### src/rtl/spi_ram_arbiter.sv
// spi_ram_arbiter: turns SPI command frames into RAM accesses and shares the
// single-port RAM with a host port through a two-way round-robin arbiter.
module spi_ram_arbiter #(
  parameter int ADDR_WIDTH = 8,
  parameter int DATA_WIDTH = 8,
  parameter int MEM_DEPTH  = 256
) (
  input  logic                  clk_i,
  input  logic                  rst_ni,
  input  logic [9:0]            spi_rx_data_i,
  input  logic                  spi_rx_valid_i,
  output logic [DATA_WIDTH-1:0] spi_tx_data_o,
  output logic                  spi_tx_valid_o,
  output logic                  spi_ovf_o,
  input  logic                  host_req_i,
  input  logic                  host_we_i,
  input  logic [ADDR_WIDTH-1:0] host_addr_i,
  input  logic [DATA_WIDTH-1:0] host_wdata_i,
  output logic                  host_gnt_o,
  output logic [DATA_WIDTH-1:0] host_rdata_o,
  output logic                  host_rvalid_o,
  output logic                  ram_en_o,
  output logic                  ram_we_o,
  output logic [ADDR_WIDTH-1:0] ram_addr_o,
  output logic [DATA_WIDTH-1:0] ram_wdata_o,
  input  logic [DATA_WIDTH-1:0] ram_rdata_i
);
  typedef enum logic [1:0] {IDLE, ACCESS, CAPTURE} state_t;
  typedef struct packed {
    logic                  v;
    logic                  we;
    logic [ADDR_WIDTH-1:0] addr;
    logic [DATA_WIDTH-1:0] data;
  } pend_t;
  state_t                state_q, state_d;
  pend_t                 pend_q, pend_d;
  logic [ADDR_WIDTH-1:0] wr_ptr_q, wr_ptr_d, rd_ptr_q, rd_ptr_d, ram_addr_q;
  logic [DATA_WIDTH-1:0] ram_wdata_q, tx_data_q, host_rdata_q;
  logic                  ovf_q, ovf_d, last_host_q, resp_host_q, ram_en_q, ram_we_q;
  logic                  host_gnt_q, tx_valid_q, host_rvalid_q;
  logic                  spi_win, host_win;
  logic [1:0]            cmd;
  function automatic logic [ADDR_WIDTH-1:0] inc(input logic [ADDR_WIDTH-1:0] p);
    return (p == ADDR_WIDTH'(MEM_DEPTH - 1)) ? '0 : p + 1'b1;
  endfunction
  always_comb begin
    cmd      = spi_rx_data_i[9:8];
    spi_win  = (state_q == IDLE) && pend_q.v && (!host_req_i || last_host_q);
    host_win = (state_q == IDLE) && host_req_i && !spi_win;
    state_d  = (state_q == IDLE) ? ((spi_win || host_win) ? ACCESS : IDLE)
             : (state_q == ACCESS && !ram_we_q) ? CAPTURE : IDLE;
    wr_ptr_d = wr_ptr_q;
    rd_ptr_d = rd_ptr_q;
    ovf_d    = ovf_q;
    pend_d   = pend_q;
    if (spi_win) pend_d.v = 1'b0;
    // a command landing on the grant cycle refills the buffer the grant just freed
    if (spi_rx_valid_i) begin
      wr_ptr_d = (cmd == 2'b00) ? spi_rx_data_i[ADDR_WIDTH-1:0] : (cmd == 2'b01) ? inc(wr_ptr_q) : wr_ptr_q;
      rd_ptr_d = (cmd == 2'b10) ? spi_rx_data_i[ADDR_WIDTH-1:0] : (cmd == 2'b11) ? inc(rd_ptr_q) : rd_ptr_q;
      if (cmd[0] && pend_q.v && !spi_win) ovf_d = 1'b1;
      else if (cmd[0]) pend_d = {1'b1, !cmd[1], cmd[1] ? rd_ptr_q : wr_ptr_q, spi_rx_data_i[DATA_WIDTH-1:0]};
    end
  end
  always_ff @(posedge clk_i or negedge rst_ni) begin
    if (!rst_ni) begin
      state_q       <= IDLE;
      pend_q        <= '0;
      wr_ptr_q      <= '0;
      rd_ptr_q      <= '0;
      ovf_q         <= 1'b0;
      last_host_q   <= 1'b1;
      resp_host_q   <= 1'b0;
      ram_en_q      <= 1'b0;
      ram_we_q      <= 1'b0;
      ram_addr_q    <= '0;
      ram_wdata_q   <= '0;
      host_gnt_q    <= 1'b0;
      tx_data_q     <= '0;
      tx_valid_q    <= 1'b0;
      host_rdata_q  <= '0;
      host_rvalid_q <= 1'b0;
    end else begin
      state_q       <= state_d;
      pend_q        <= pend_d;
      wr_ptr_q      <= wr_ptr_d;
      rd_ptr_q      <= rd_ptr_d;
      ovf_q         <= ovf_d;
      ram_en_q      <= spi_win || host_win;
      host_gnt_q    <= host_win;
      tx_valid_q    <= (state_q == CAPTURE) && !resp_host_q;
      host_rvalid_q <= (state_q == CAPTURE) && resp_host_q;
      if (spi_win || host_win) begin
        last_host_q <= host_win;
        resp_host_q <= host_win;
        ram_we_q    <= spi_win ? pend_q.we : host_we_i;
        ram_addr_q  <= spi_win ? pend_q.addr : host_addr_i;
        ram_wdata_q <= spi_win ? pend_q.data : host_wdata_i;
      end
      if (state_q == CAPTURE && resp_host_q) host_rdata_q <= ram_rdata_i;
      if (state_q == CAPTURE && !resp_host_q) tx_data_q <= ram_rdata_i;
    end
  end
  assign spi_tx_data_o  = tx_data_q;
  assign spi_tx_valid_o = tx_valid_q;
  assign spi_ovf_o      = ovf_q;
  assign host_gnt_o     = host_gnt_q;
  assign host_rdata_o   = host_rdata_q;
  assign host_rvalid_o  = host_rvalid_q;
  assign ram_en_o       = ram_en_q;
  assign ram_we_o       = ram_we_q;
  assign ram_addr_o     = ram_addr_q;
  assign ram_wdata_o    = ram_wdata_q;
endmodule
### config.mk
export PLATFORM = sky130hd
export DESIGN_NAME = spi_ram_arbiter
export DESIGN_NICKNAME = d
export VERILOG_FILES = /design/src/rtl/spi_ram_arbiter.sv
export SDC_FILE = /design/constraint.sdc
export NUM_CORES = 1
export LEC_CHECK = 0
export ABC_AREA = 0
export BUFFER_PORTS_ARGS = -buffer_cell sky130_fd_sc_hd__buf_4
export CAP_MARGIN = 20
export CORE_UTILIZATION = 48
export DETAILED_ROUTE_END_ITERATION = 8
export PLACE_DENSITY = 0.86
export SLEW_MARGIN = 20
export SYNTH_ARGS = -nofsm -noshare
export SYNTH_HDL_FRONTEND = slang
export SYNTH_SLANG_ARGS = --single-unit
export TNS_END_PERCENT = 20
### constraint.sdc
create_clock -name clk_i -period 1.6 [get_ports clk_i]
set_clock_uncertainty 0.2 [all_clocks]
set_input_delay 0.08 -clock clk_i [delete_from_list [all_inputs] [get_ports clk_i]]
set_output_delay 0.08 -clock clk_i [all_outputs]
set_load 0.02 [all_outputs]
==> summary.txt <==
Logic synthesis
  – Yosys cell types: 45
  – Count leader, synth: dfrtp_1
  – Top cell type's share of synthesized area: 0.547
  – Async SR Flop Fraction: 1.00
  – Total number of yosys warnings: 0
  – Top area cells in the synthesized netlist: dfrtp_1, a221o_1, mux2_2, a21oi_1, nand2_1
  – Synthesized net count: 354
  – Sequential area share after synthesis: 0.555
  – Synth cell count leaders: dfrtp_1, nand2_1, a21oi_1
  – Number of synthesized flops with an enable pin: 0
  – Cells after Synth: 313
  – Ys flop type: dfrtp_1
  – Largest area contributor in the netlist: dfrtp_1
  – Synthesized area: 3430 um^2
  – Synth Register Bits: 76
  – Avg Inst Size Synth: 11.0 um^2

Power
  – Pwr/cell area: 1720 nW/um^2
  – Worst VDD drop: 0.842 mV
  – Lkg Pwr: 2.39 nW

Placement
  – Placer Congestion: 0.878
  – IO Port Bufs: 76
  – Cell Area, Placed: 4330 um^2
  – Dpl hpwl: 6110 um

Worst hold path
  – Worst hold path depth: 3
  – Hold_sp: spi_rx_data_i[9]
  – Hold Crit Class: input pin to register
  – Worst hold endpoint: pend_q[13]$_DFFE_PN0P_

Layout
  – Final Core Density: 0.752
  – Layout cells sized above 1: 0.408
  – Layout Nets: 508
  – # fillers: 470
  – ANT cells: 0
  – Area Overhead vs Synth: 49.7%
  – Design Area, Final: 5130 um^2

Setup path
  – Cell depth of the worst flop-to-flop path: 5
  – R2R Path End: rd_ptr_q[5]$_DFFE_PN0P_
  – Crit. End Element: register
  – Crit path kind: register to register
  – Worst Path Arrival: 1690 ps
  – R2R Setup Slk: -50 ps
  – Startpoint types: register
  – CP Max Fanout: 3
  – FF-to-FF Start: rd_ptr_q[0]$_DFFE_PN0P_
  – WP data required: 1640 ps

Detailed routing
  – Vias: 3,121
  – ANT nets after route: 0
  – Iter 0 DRT Violations: 132
  – Routed wl met2: 5200 um
  – Avg WL per Cell: 17.2 um
  – Via density: 5.50
  – Detailed Route WL: 9730 um
  – Wl on met1: 3940 um
  – Met3 routed WL: 485 um
  – DRT Pass-1 Iters: 4
  – Highest metal used: met4
  – DRC violations left: 0

Clock tree
  – Clk_lat worst skew: 350 ps
  – CTS buffer count: 9
  – Max clock buf depth: 2
  – Clock tree sinks: 76
  – CTS tree: done
  – Clock root buffer: clkbuf_8
  – CTS clk-pin slew, worst paths: 80 ps
  – H-tree levels: 3

Global route
  – Grt ovf: 0
  – Vias in the first global route: 3,140
  – GRT Overall Usage: 0.259
  – Largest net degree at the start of global routing: 28
  – Initial antenna violation count: 0
  – First-pass GRT wire length: 14,900 um

Floorplanning
  – Initial Utilization: 0.502
  – FP Rows: 30
  – Ports: 77
  – Core Footprint: 6830 um^2
  – DIE HEIGHT: 86.5 um
  – Die width: 86.5 um
  – Total Die Area: 7490 um^2

STA
  – RSZ-0062 raised after global routing: true
  – Fmax achieved: 605 MHz
  – Worst-Margin Slew: 384 ps
  – Final Worst Setup Slack: -52.2 ps
  – Relative slew slack: 0.743
  – Tcrit/Tclk final: 1.03
  – Final Max Tran Viols: 0
  – Final setup viols: 8
  – Post-layout min period: 1650 ps
  – Final hold vios: 0

Run status
  – Status: finished, violations left
  – Failing checks: negative setup slack

Run
  – Max-capacitance violation count: 0
[registers in the layout (all words and copies together), names as in the netlist, 2 cells and up]
signal         cells
ram_wdata_o        8
host_rdata_o       8
state_q            2
ram_addr_o         8
wr_ptr_q           8
pend_q            18
rd_ptr_q           8
spi_tx_data_o      8
[metrics by stage]
step	hold slack [ps]	setup TNS (ps)	worst slack (ps)	cells	power [mW]
6_report	22.0	-135	-52.2	567	8.83
3_3_place_gp	-199	-93.3	-38.3	505	6.72
2_1_floorplan	-416	-1690	-145	313	5.28
5_1_grt	61.2	-1230	-106	567	9.28
4_1_cts	9.28	-61.2	-42.8	564	8.30
3_5_place_dp	-200	-1180	-80.4	505	6.86
[per-layer routing]
layer / up-vias / global-route usage
li1: 1452 / -
met2: 97 / 0.460
met3: 13 / 0.0410
met1: 1559 / 0.323
met5: - / 0
met4: 0 / 0.0848
[worst max-delay path by stage]
stage / cells after the start / start / slack (ps) / to
after floorplan: 6 / last_host_q$_DFFE_PN1P_ / -140 / pend_q[5]$_DFFE_PN0P_
after detailed placement: 5 / rd_ptr_q[1]$_DFFE_PN0P_ / -80 / rd_ptr_q[0]$_DFFE_PN0P_
after CTS: 5 / rd_ptr_q[0]$_DFFE_PN0P_ / -40 / rd_ptr_q[5]$_DFFE_PN0P_
final: 5 / rd_ptr_q[0]$_DFFE_PN0P_ / -50 / rd_ptr_q[5]$_DFFE_PN0P_
after global placement: 5 / rd_ptr_q[1]$_DFFE_PN0P_ / -40 / rd_ptr_q[0]$_DFFE_PN0P_
after global routing: 7 / rd_ptr_q[1]$_DFFE_PN0P_ / -110 / rd_ptr_q[6]$_DFFE_PN0P_
[worst max-delay path, stage by stage, from the launching register on]
cell     delay, ps
dfrtp_1        360
ha_2           180
and4_4         220
and4_4         230
a31oi_1         50
a311o_1        310
[kinds of logic (layout without fill, tap and decap cells)]
family	count (synthesis)	count (layout)	synth area share
multiplexers	24	24	0.0781
flip-flops	76	76	0.555
buffers and inverters	24	181	0.0336
AO/OA/AOI/OAI	87	87	0.178
AND/OR/NAND/NOR	100	101	0.148
adder cells (fa/ha/maj)	2	2	0.00730
[placed cells by master (no fill, tap or decap), drive strengths merged, types with 2 or more instances in the layout]
master,netlist,final
clkbuf,7,11
o31a,2,2
and3,4,4
nand4,2,2
buf,10,120
o22ai,3,3
a31oi,5,5
dlygate4sd3,0,39
nand3,7,7
mux2,16,16
nor2,12,12
inv,6,6
a221o,17,17
a22o,3,3
clkinvlp,0,2
and4,2,2
o31ai,2,2
nor3b,2,2
a311o,2,2
o22a,2,2
clkinv,1,3
a21oi,31,31
nand2,37,37
o311ai,2,2
o21a,2,2
dfrtp,75,75
ha,2,2
and2,20,21
nand3b,2,2
o21ai,10,10
nor2b,3,3
nor4,3,3
mux2i,8,8
nand2b,6,6
[cell type report]
cell class | count | area (um^2) | area share
Tap cell | 96 | 120 | 0.0234
Inverter | 7 | 30.0 | 0.00585
Clock buffer | 11 | 141 | 0.0275
Clock inverter | 4 | 26.3 | 0.00512
Sequential cell | 76 | 1900 | 0.371
Timing Repair Buffer | 159 | 1330 | 0.258
Multi-Input combinational cell | 214 | 1590 | 0.309
[power breakdown]
| part | switching, mW | internal (mW) | leakage [nW] |
|---|---|---|---|
| registers | 0.563 | 2.75 | 0.890 |
| logic | 1.98 | 2.25 | 1.42 |
| clock network | 0.698 | 0.594 | 0.0852 |
| total | 3.24 | 5.59 | 2.39 |
[what timing repair did]
action / 4_1_cts / 5_1_grt
pin swaps: 4 / 31
resized for setup: 6 / 55
hold endpoints to repair: 137 / 0
hold buffers: 39 / 0
setup buffers: 4 / 2
setup endpoints to repair: 37 / 43
cloned: 1 / 1
No activity file was read; power rests on OpenSTA's default activity.
